[src/rtl/adc_avg_fifo_if.sv]
`default_nettype none
// ============================================================================
// Module      : adc_avg_fifo_if
// Description : Sample, config and read-port bundle for adc_avg_fifo.
// Revision    : 1.0 - initial release
// ============================================================================
interface adc_avg_fifo_if;
  logic        smp_valid;
  logic [11:0] smp_data;
  logic [2:0]  smp_ch;
  logic        cfg_wr;
  logic [31:0] cfg_data;
  logic        rd_pop;
  logic [31:0] rd_data;
  logic        fifo_empty;
  logic        fifo_full;
  logic        busy;

  modport master (
    output smp_valid, smp_data, smp_ch, cfg_wr, cfg_data, rd_pop,
    input  rd_data, fifo_empty, fifo_full, busy
  );

  modport slave (
    input  smp_valid, smp_data, smp_ch, cfg_wr, cfg_data, rd_pop,
    output rd_data, fifo_empty, fifo_full, busy
  );
endinterface
`default_nettype wire

[src/rtl/adc_avg_fifo.sv]
`default_nettype none
// ============================================================================
// Module      : adc_avg_fifo
// Description : Per-channel power-of-two sample averager feeding a show-ahead
//               FIFO drained through a single registered read word.
// Revision    : 1.0 - initial release
// ============================================================================
module adc_avg_fifo #(
  parameter int DEPTH_LOG2 = 4,
  parameter int DW         = 12,
  parameter int MAX_LOG2   = 7
) (
  input  logic           clk,
  input  logic           rst,
  adc_avg_fifo_if.slave  bus
);

  localparam int DEPTH = 1 << DEPTH_LOG2;
  localparam int ENT_W = DW + 3;
  localparam int ACC_W = DW + MAX_LOG2;
  localparam int CNT_W = MAX_LOG2 + 1;
  localparam int LVL_W = DEPTH_LOG2 + 1;

  logic [2:0]            avg_log2_q, avg_log2_d;
  logic                  enable_q, enable_d;
  logic [ACC_W-1:0]      acc_q, acc_d;
  logic [CNT_W-1:0]      cnt_q, cnt_d;
  logic [2:0]            win_ch_q, win_ch_d;
  logic [DEPTH_LOG2-1:0] wr_ptr_q, wr_ptr_d;
  logic [DEPTH_LOG2-1:0] rd_ptr_q, rd_ptr_d;
  logic [LVL_W-1:0]      level_q, level_d;
  logic                  ovf_q, ovf_d;
  logic [31:0]           rd_data_q, rd_data_d;
  logic [ENT_W-1:0]      mem_q [DEPTH];

  logic [CNT_W-1:0] win_size, base_cnt, cnt_inc;
  logic [ACC_W-1:0] base_acc, sum, shifted;
  logic             restart, clear, push_req, push, pop;
  logic [ENT_W-1:0] entry, head;
  logic             unused_cfg_bits;

  assign unused_cfg_bits = &{1'b0, bus.cfg_data[31:5]};

  always_comb begin
    avg_log2_d = avg_log2_q;
    enable_d   = enable_q;
    acc_d      = acc_q;
    cnt_d      = cnt_q;
    win_ch_d   = win_ch_q;
    push_req   = 1'b0;

    // A tag change mid-window abandons the old partial sum entirely.
    win_size = CNT_W'(1) << avg_log2_q;
    restart  = (cnt_q != '0) && (bus.smp_ch != win_ch_q);
    base_acc = restart ? '0 : acc_q;
    base_cnt = restart ? '0 : cnt_q;
    sum      = base_acc + ACC_W'(bus.smp_data);
    cnt_inc  = base_cnt + CNT_W'(1);
    shifted  = sum >> avg_log2_q;
    entry    = {bus.smp_ch, shifted[DW-1:0]};
    clear    = bus.cfg_wr && bus.cfg_data[4];

    if (bus.cfg_wr) begin
      avg_log2_d = bus.cfg_data[2:0];
      enable_d   = bus.cfg_data[3];
      acc_d      = '0;
      cnt_d      = '0;
    end else if (enable_q && bus.smp_valid) begin
      win_ch_d = bus.smp_ch;
      if (cnt_inc == win_size) begin
        push_req = 1'b1;
        acc_d    = '0;
        cnt_d    = '0;
      end else begin
        acc_d = sum;
        cnt_d = cnt_inc;
      end
    end

    pop  = bus.rd_pop && (level_q != '0) && !clear;
    push = push_req && ((level_q != LVL_W'(DEPTH)) || pop);

    wr_ptr_d = wr_ptr_q + DEPTH_LOG2'(push);
    rd_ptr_d = rd_ptr_q + DEPTH_LOG2'(pop);
    level_d  = level_q + LVL_W'(push) - LVL_W'(pop);
    ovf_d    = ovf_q | (push_req & ~push);

    if (clear) begin
      wr_ptr_d = '0;
      rd_ptr_d = '0;
      level_d  = '0;
      ovf_d    = 1'b0;
    end

    // Bypass the write port when the new entry becomes the head this edge.
    head = (push && (wr_ptr_q == rd_ptr_d)) ? entry : mem_q[rd_ptr_d];

    rd_data_d                = '0;
    rd_data_d[31]            = ovf_d;
    rd_data_d[16 +: LVL_W]   = level_d;
    if (level_d != '0) begin
      rd_data_d[15]          = 1'b1;
      rd_data_d[ENT_W-1:0]   = head;
    end
  end

  always_ff @(posedge clk) begin
    if (rst) begin
      avg_log2_q <= '0;
      enable_q   <= 1'b0;
      acc_q      <= '0;
      cnt_q      <= '0;
      win_ch_q   <= '0;
      wr_ptr_q   <= '0;
      rd_ptr_q   <= '0;
      level_q    <= '0;
      ovf_q      <= 1'b0;
      rd_data_q  <= '0;
    end else begin
      avg_log2_q <= avg_log2_d;
      enable_q   <= enable_d;
      acc_q      <= acc_d;
      cnt_q      <= cnt_d;
      win_ch_q   <= win_ch_d;
      wr_ptr_q   <= wr_ptr_d;
      rd_ptr_q   <= rd_ptr_d;
      level_q    <= level_d;
      ovf_q      <= ovf_d;
      rd_data_q  <= rd_data_d;
    end
  end

  always_ff @(posedge clk) begin
    if (!rst && push) begin
      mem_q[wr_ptr_q] <= entry;
    end
  end

  assign bus.rd_data    = rd_data_q;
  assign bus.fifo_empty = (level_q == '0);
  assign bus.fifo_full  = (level_q == LVL_W'(DEPTH));
  assign bus.busy       = (cnt_q != '0);

endmodule
`default_nettype wire
[src/flat_wrapper.sv]
// flat-port wrapper written by rule: the top's interface ports become plain ports
module adc_avg_fifo_flat 
#(
  parameter int DEPTH_LOG2 = 4,
  parameter int DW         = 12,
  parameter int MAX_LOG2   = 7
)
  (clk, rst, bus_smp_valid, bus_smp_data, bus_smp_ch, bus_cfg_wr, bus_cfg_data, bus_rd_pop, bus_rd_data, bus_fifo_empty, bus_fifo_full, bus_busy);
  adc_avg_fifo_if bus_i ();
  input  logic clk;
  input  logic rst;
  input wire logic [$bits(bus_i.smp_valid)-1:0] bus_smp_valid;
  input wire logic [$bits(bus_i.smp_data)-1:0] bus_smp_data;
  input wire logic [$bits(bus_i.smp_ch)-1:0] bus_smp_ch;
  input wire logic [$bits(bus_i.cfg_wr)-1:0] bus_cfg_wr;
  input wire logic [$bits(bus_i.cfg_data)-1:0] bus_cfg_data;
  input wire logic [$bits(bus_i.rd_pop)-1:0] bus_rd_pop;
  output wire logic [$bits(bus_i.rd_data)-1:0] bus_rd_data;
  output wire logic [$bits(bus_i.fifo_empty)-1:0] bus_fifo_empty;
  output wire logic [$bits(bus_i.fifo_full)-1:0] bus_fifo_full;
  output wire logic [$bits(bus_i.busy)-1:0] bus_busy;
  assign bus_i.smp_valid = bus_smp_valid;
  assign bus_i.smp_data = bus_smp_data;
  assign bus_i.smp_ch = bus_smp_ch;
  assign bus_i.cfg_wr = bus_cfg_wr;
  assign bus_i.cfg_data = bus_cfg_data;
  assign bus_i.rd_pop = bus_rd_pop;
  assign bus_rd_data = bus_i.rd_data;
  assign bus_fifo_empty = bus_i.fifo_empty;
  assign bus_fifo_full = bus_i.fifo_full;
  assign bus_busy = bus_i.busy;
  adc_avg_fifo #(.DEPTH_LOG2(DEPTH_LOG2), .DW(DW), .MAX_LOG2(MAX_LOG2)) u_core (.clk(clk), .rst(rst), .bus(bus_i));
endmodule
[config.mk]
export PLATFORM = sky130hd
export DESIGN_NAME = adc_avg_fifo_flat
export DESIGN_NICKNAME = d
export VERILOG_FILES = /design/src/rtl/adc_avg_fifo_if.sv /design/src/rtl/adc_avg_fifo.sv /design/src/flat_wrapper.sv
export SDC_FILE = /design/constraint.sdc
export NUM_CORES = 1
export LEC_CHECK = 0
export ABC_CLOCK_PERIOD_IN_PS = 6600
export CAP_MARGIN = 20
export CORE_ASPECT_RATIO = 0.8
export CORE_MARGIN = 2
export CORE_UTILIZATION = 50
export CTS_BUF_LIST = sky130_fd_sc_hd__clkbuf_4 sky130_fd_sc_hd__clkbuf_8 sky130_fd_sc_hd__clkbuf_16
export CTS_CLUSTER_SIZE = 14
export DETAILED_ROUTE_END_ITERATION = 16
export PLACE_DENSITY_LB_ADDON = 0.12
export SYNTH_ARGS = -nofsm -noshare
export SYNTH_HDL_FRONTEND = slang
export SYNTH_SLANG_ARGS = --single-unit
[constraint.sdc]
create_clock -name clk -period 6.6 [get_ports clk]
set_input_delay 1.32 -clock clk [delete_from_list [all_inputs] [get_ports clk]]
set_output_delay 1.32 -clock clk [all_outputs]
set_load 0.1 [all_outputs]
==> metrics.csv <==
stage;metric;value;unit
sta;minimum setup slack in the final design;0.764;ns
die;x dimension of the die;195;um
clock_tree;count of cells resized by post-cts repair;0;
critical_path;critical setup path kind;input pin to flip-flop;
finish;Layout area overhead;13.6;%
synth;cell accounting for the most synthesized area;sky130_fd_sc_hd__edfxtp_1;
sta;final critical-path share of the clock period;0.884;
critical_path;destination of the worst register-to-register timing path;u_core.mem_q[2][9];
outcome;status;complete, no violations;
grt;maximum number of pins on one net before global-route repair;91;
sta;setup repair after global routing missed its margin;no;
die;io pins;87;
synth;most used standard cells in the synthesized netlist;sky130_fd_sc_hd__edfxtp_1 (240), sky130_fd_sc_hd__nand2_1 (152), sky130_fd_sc_hd__nor2_1 (73);
synth;Top FF cell, synth;sky130_fd_sc_hd__edfxtp_1;
route;detailed-routing iteration count for the pre-antenna-repair pass;5;
hold_path;worst min-delay path class;flip-flop to flip-flop;
placed_design;final weighted congestion of routability-driven global placement;0.865;
die;Std-Cell Core Area;0.0286;mm^2
grt;number of global-route vias before repair;9638;
synth;number of warnings printed during yosys synthesis;0;
finish;share of cells above drive strength 1;0.116;
grt;global-route wire length before repair;56.6;mm
synth;number of flip-flops and latches in the synthesized netlist;304;
synth;xor-xnor portion of the synthesized cell area;0.0189;
die;standard-cell rows;55;
power;portion of total power attributed to the clock network;0.316;
synth;Distinct cells, synth;88;
synth;Adder-Cell Fraction of Synth Area;0.0224;
sta;final max-slew violation count;0;
critical_path;capture point of the worst path;u_core.bus.rd_data[6];
synth;share of the yosys chip area belonging to registers;0.580;
synth;main area contributors after synthesis;sky130_fd_sc_hd__edfxtp_1 (49%), sky130_fd_sc_hd__dfxtp_1 (8.8%), sky130_fd_sc_hd__nand2_1 (3.9%);
route;detailed-route wire length;36.6;mm
synth;Post-synth EDFFs;240;
finish;count of fill cells added during filler insertion;2312;
route;via count of the routed design;10200;
die;die area;0.0306;mm^2
clock_tree;total of hold buffers inserted after clock tree synthesis;0;
placed_design;Placed Cells incl. Taps;1631;
synth;share of synthesized cell area in and, or, nand and nor gates;0.145;
critical_path;required arrival time at the worst endpoint;7.09;ns
synth;most repeated cell in the gate-level netlist after synthesis;sky130_fd_sc_hd__edfxtp_1;
power;Internal;3700;uW
critical_path;startpoint type of the worst setup path;input pin;
grt;grt total ovfl;0;
placed_design;Post-DP HPWL;23.1;mm
synth;Post-Synthesis Cells;1246;
power;worst vdd rail ir drop;358;uV
clock_tree;Longest Clk Path Bufs;3;
critical_path;critical path arrival;6.33;ns
placed_design;count of input and output buffers;49;
route;routed length per instance;21.7;um
power;switching portion of total power;0.339;
critical_path;critical-path maximum fanout;13;
synth;main combinational cell family by area after synthesis;simple AND/OR/NAND/NOR gates;
synth;mux cell area share after synthesis;0.0609;
finish;non-filler cells in the finished layout;1688;
power;static power due to leakage;0.00571;uW
sta;shortest clock period the worst path allows after layout;5.84;ns
clock_tree;clock root buffer master;sky130_fd_sc_hd__clkbuf_16;
grt;initial antenna violation count;0;
synth;cell area after technology mapping;0.0146;mm^2
placed_design;worst slack at placement;0.204;ns
power;relative contribution of combinational cells to total power;0.292;
critical_path;RR Startpoint;u_core.cnt_q[0];
critical_path;crit path from;bus_smp_ch[2];
clock_tree;latest clock arrival within the worst-skew pair;0.56;ns
synth;Avg Inst Size Synth;11.7;um^2
die;Starting Density;0.512;
clock_tree;clock-pin slew of the registers on the worst-case setup and hold paths;0.06;ns
sta;post-route worst hold slack;0.446;ns
route;detailed-route vias per instance;6.07;
finish;nets;1370;
clock_tree;clock buffers created by TritonCTS;30;
critical_path;kind of capture point of the worst setup path;flip-flop;
synth;area fraction of the dominant cell type after synthesis;0.493;
synth;Synth Area in Compound Gates;0.136;
hold_path;Hold Path Origin;u_core.acc_q[9];
clock_tree;H-tree level count;1;
power;PD cells;337;mW/mm^2
critical_path;cell count of the worst reg-to-reg path;14;
die;die boundary height;157;um
sta;relative slew slack;0.280;
sta;final sum of negative setup slack;0;ns
power;fraction of power consumed by sequential logic;0.392;
flow_run;# Max-Cap Violations;0;
sta;maximum frequency from static timing analysis;171;MHz
sta;hold violation count in the final report;0;
route;number of DRC markers in iteration 0;990;
sta;Worst Max-Slew Pin Slew;1.08;ns
route;Remaining DRCs;0;
critical_path;setup slack of the worst register-to-register path;1.57;ns
clock_tree;total clock sinks;304;
clock_tree;clock tree from TritonCTS;yes;
sta;Worst Skew;0.0113;ns
synth;share of async-settable or async-resettable flops after synthesis;0;
sta;total setup violations reported at the end of the flow;0;
route;antenna viol nets, final;0;
clock_tree;setup repair bufs after CTS;0;
power;P_sw;1900;uW
grt;overall fraction of global-route tracks in use;0.241;
[layout make-up]
| class | count | area [um^2] | share of cell area |
|---|---|---|---|
| Timing Repair Buffer | 99 | 866 | 0.0521 |
| Clock inverter | 17 | 186 | 0.0112 |
| Tap cell | 370 | 463 | 0.0279 |
| Antenna cell | 1 | 2.50 | 0.000151 |
| Clock buffer | 39 | 842 | 0.0507 |
| Sequential cell | 304 | 8490 | 0.511 |
| Multi-Input combinational cell | 833 | 5670 | 0.341 |
| Inverter | 25 | 93.8 | 0.00565 |
[per-layer routing]
metal,global-route usage,up-vias,share of wire
li1,-,4786,-
met1,0.369,5071,0.48
met2,0.363,341,0.43
met3,0.0394,47,0.072
met4,0.0516,0,0.017
met5,0,-,0
[how the worst min path moves through the flow]
stage / endpoint / slack (ns) / cells after the start
after global routing: u_core.acc_q[9] / 0.46 / 2
after CTS: u_core.acc_q[9] / 0.45 / 2
final: u_core.acc_q[9] / 0.45 / 2
after global placement: u_core.acc_q[0] / 0.43 / 2
after detailed placement: u_core.acc_q[9] / 0.44 / 2
after floorplan: u_core.acc_q[0] / 0.43 / 2
[cells by family after synthesis]
family | after synthesis
other | 1
adders and majority gates | 25
xor gates and xnor gates | 29
and+or+nand+nor | 427
muxes | 71
DFF | 304
AOI/OAI and AO/OA | 271
buffers and inverters | 118
[registers in the layout (all words and copies together) (netlist names)]
| name | flops |
|---|---|
| u_core.acc_q | 19 |
| u_core.enable_q | 1 |
| u_core.rd_ptr_q | 4 |
| u_core.avg_log2_q | 3 |
| u_core.win_ch_q | 3 |
| u_core.bus.rd_data | 22 |
| u_core.mem_q | 240 |
| u_core.cnt_q | 8 |
| u_core.wr_ptr_q | 4 |
[critical path: stages]
cell	delay, ns
sky130_fd_sc_hd__clkdlybuf4s50_1	0.57
sky130_fd_sc_hd__xnor2_2	0.39
sky130_fd_sc_hd__and3_1	0.25
sky130_fd_sc_hd__and2_1	0.13
sky130_fd_sc_hd__ha_1	0.23
sky130_fd_sc_hd__nand2_1	0.08
sky130_fd_sc_hd__o21ai_0	0.26
sky130_fd_sc_hd__and3b_1	0.22
sky130_fd_sc_hd__or4b_1	0.43
sky130_fd_sc_hd__o311ai_1	0.15
sky130_fd_sc_hd__nand2_2	0.15
sky130_fd_sc_hd__nor3_4	0.21
sky130_fd_sc_hd__ha_1	0.21
sky130_fd_sc_hd__inv_1	0.06
sky130_fd_sc_hd__fa_1	0.40
sky130_fd_sc_hd__inv_1	0.07
sky130_fd_sc_hd__a21oi_1	0.05
sky130_fd_sc_hd__nor2_1	0.09
sky130_fd_sc_hd__nor2_1	0.06
sky130_fd_sc_hd__xnor2_1	0.14
sky130_fd_sc_hd__a31oi_2	0.18
sky130_fd_sc_hd__buf_4	0.25
sky130_fd_sc_hd__buf_4	0.19
sky130_fd_sc_hd__o21ai_0	0.09
sky130_fd_sc_hd__a31oi_1	0.14
[cell usage in the layout, fill, tap and decap left out, types with 8 or more instances in the layout]
| master | synthesis | final |
|---|---|---|
| sky130_fd_sc_hd__a311oi_1 | 36 | 36 |
| sky130_fd_sc_hd__nand4_1 | 10 | 10 |
| sky130_fd_sc_hd__clkbuf_16 | 0 | 31 |
| sky130_fd_sc_hd__a31oi_1 | 18 | 18 |
| sky130_fd_sc_hd__o22ai_1 | 10 | 10 |
| sky130_fd_sc_hd__mux4_2 | 14 | 14 |
| sky130_fd_sc_hd__xnor2_1 | 16 | 16 |
| sky130_fd_sc_hd__nand3_1 | 26 | 26 |
| sky130_fd_sc_hd__clkdlybuf4s50_1 | 0 | 49 |
| sky130_fd_sc_hd__nor2_1 | 73 | 73 |
| sky130_fd_sc_hd__a211oi_1 | 47 | 47 |
| sky130_fd_sc_hd__or3_1 | 13 | 13 |
| sky130_fd_sc_hd__a21oi_1 | 50 | 49 |
| sky130_fd_sc_hd__nor3_1 | 21 | 21 |
| sky130_fd_sc_hd__inv_1 | 25 | 25 |
| sky130_fd_sc_hd__buf_4 | 11 | 50 |
| sky130_fd_sc_hd__nand2_1 | 152 | 150 |
| sky130_fd_sc_hd__a22oi_1 | 10 | 10 |
| sky130_fd_sc_hd__o211ai_1 | 8 | 8 |
| sky130_fd_sc_hd__xor2_1 | 10 | 10 |
| sky130_fd_sc_hd__dfxtp_1 | 64 | 64 |
| sky130_fd_sc_hd__mux2i_1 | 53 | 53 |
| sky130_fd_sc_hd__nor2b_1 | 49 | 49 |
| sky130_fd_sc_hd__o21ai_0 | 23 | 22 |
| sky130_fd_sc_hd__edfxtp_1 | 240 | 240 |
| sky130_fd_sc_hd__conb_1 | 1 | 10 |
| sky130_fd_sc_hd__a21o_1 | 10 | 10 |
| sky130_fd_sc_hd__and3_1 | 13 | 13 |
| sky130_fd_sc_hd__and2_1 | 34 | 33 |
| sky130_fd_sc_hd__ha_1 | 23 | 22 |
[through the flow]
stage                util  instance area (um^2)  power, uW
CTS                 0.582                 16600       5630
global placement    0.546                 15600       3850
finish              0.582                 16600       5600
global route        0.582                 16600       5830
detailed placement  0.546                 15600       3870
floorplan               -                 14700       3450
[power groups by stage]
stage | sequential, uW | combinational (uW) | clock (uW)
2_1_floorplan | 2570 | 885 | 0
3_3_place_gp | 2230 | 1620 | 0
3_5_place_dp | 2230 | 1640 | 0
4_1_cts | 2190 | 1650 | 1800
5_1_grt | 2200 | 1760 | 1870
6_report | 2190 | 1640 | 1770
Note: power is estimated with default switching activity, not from simulation.
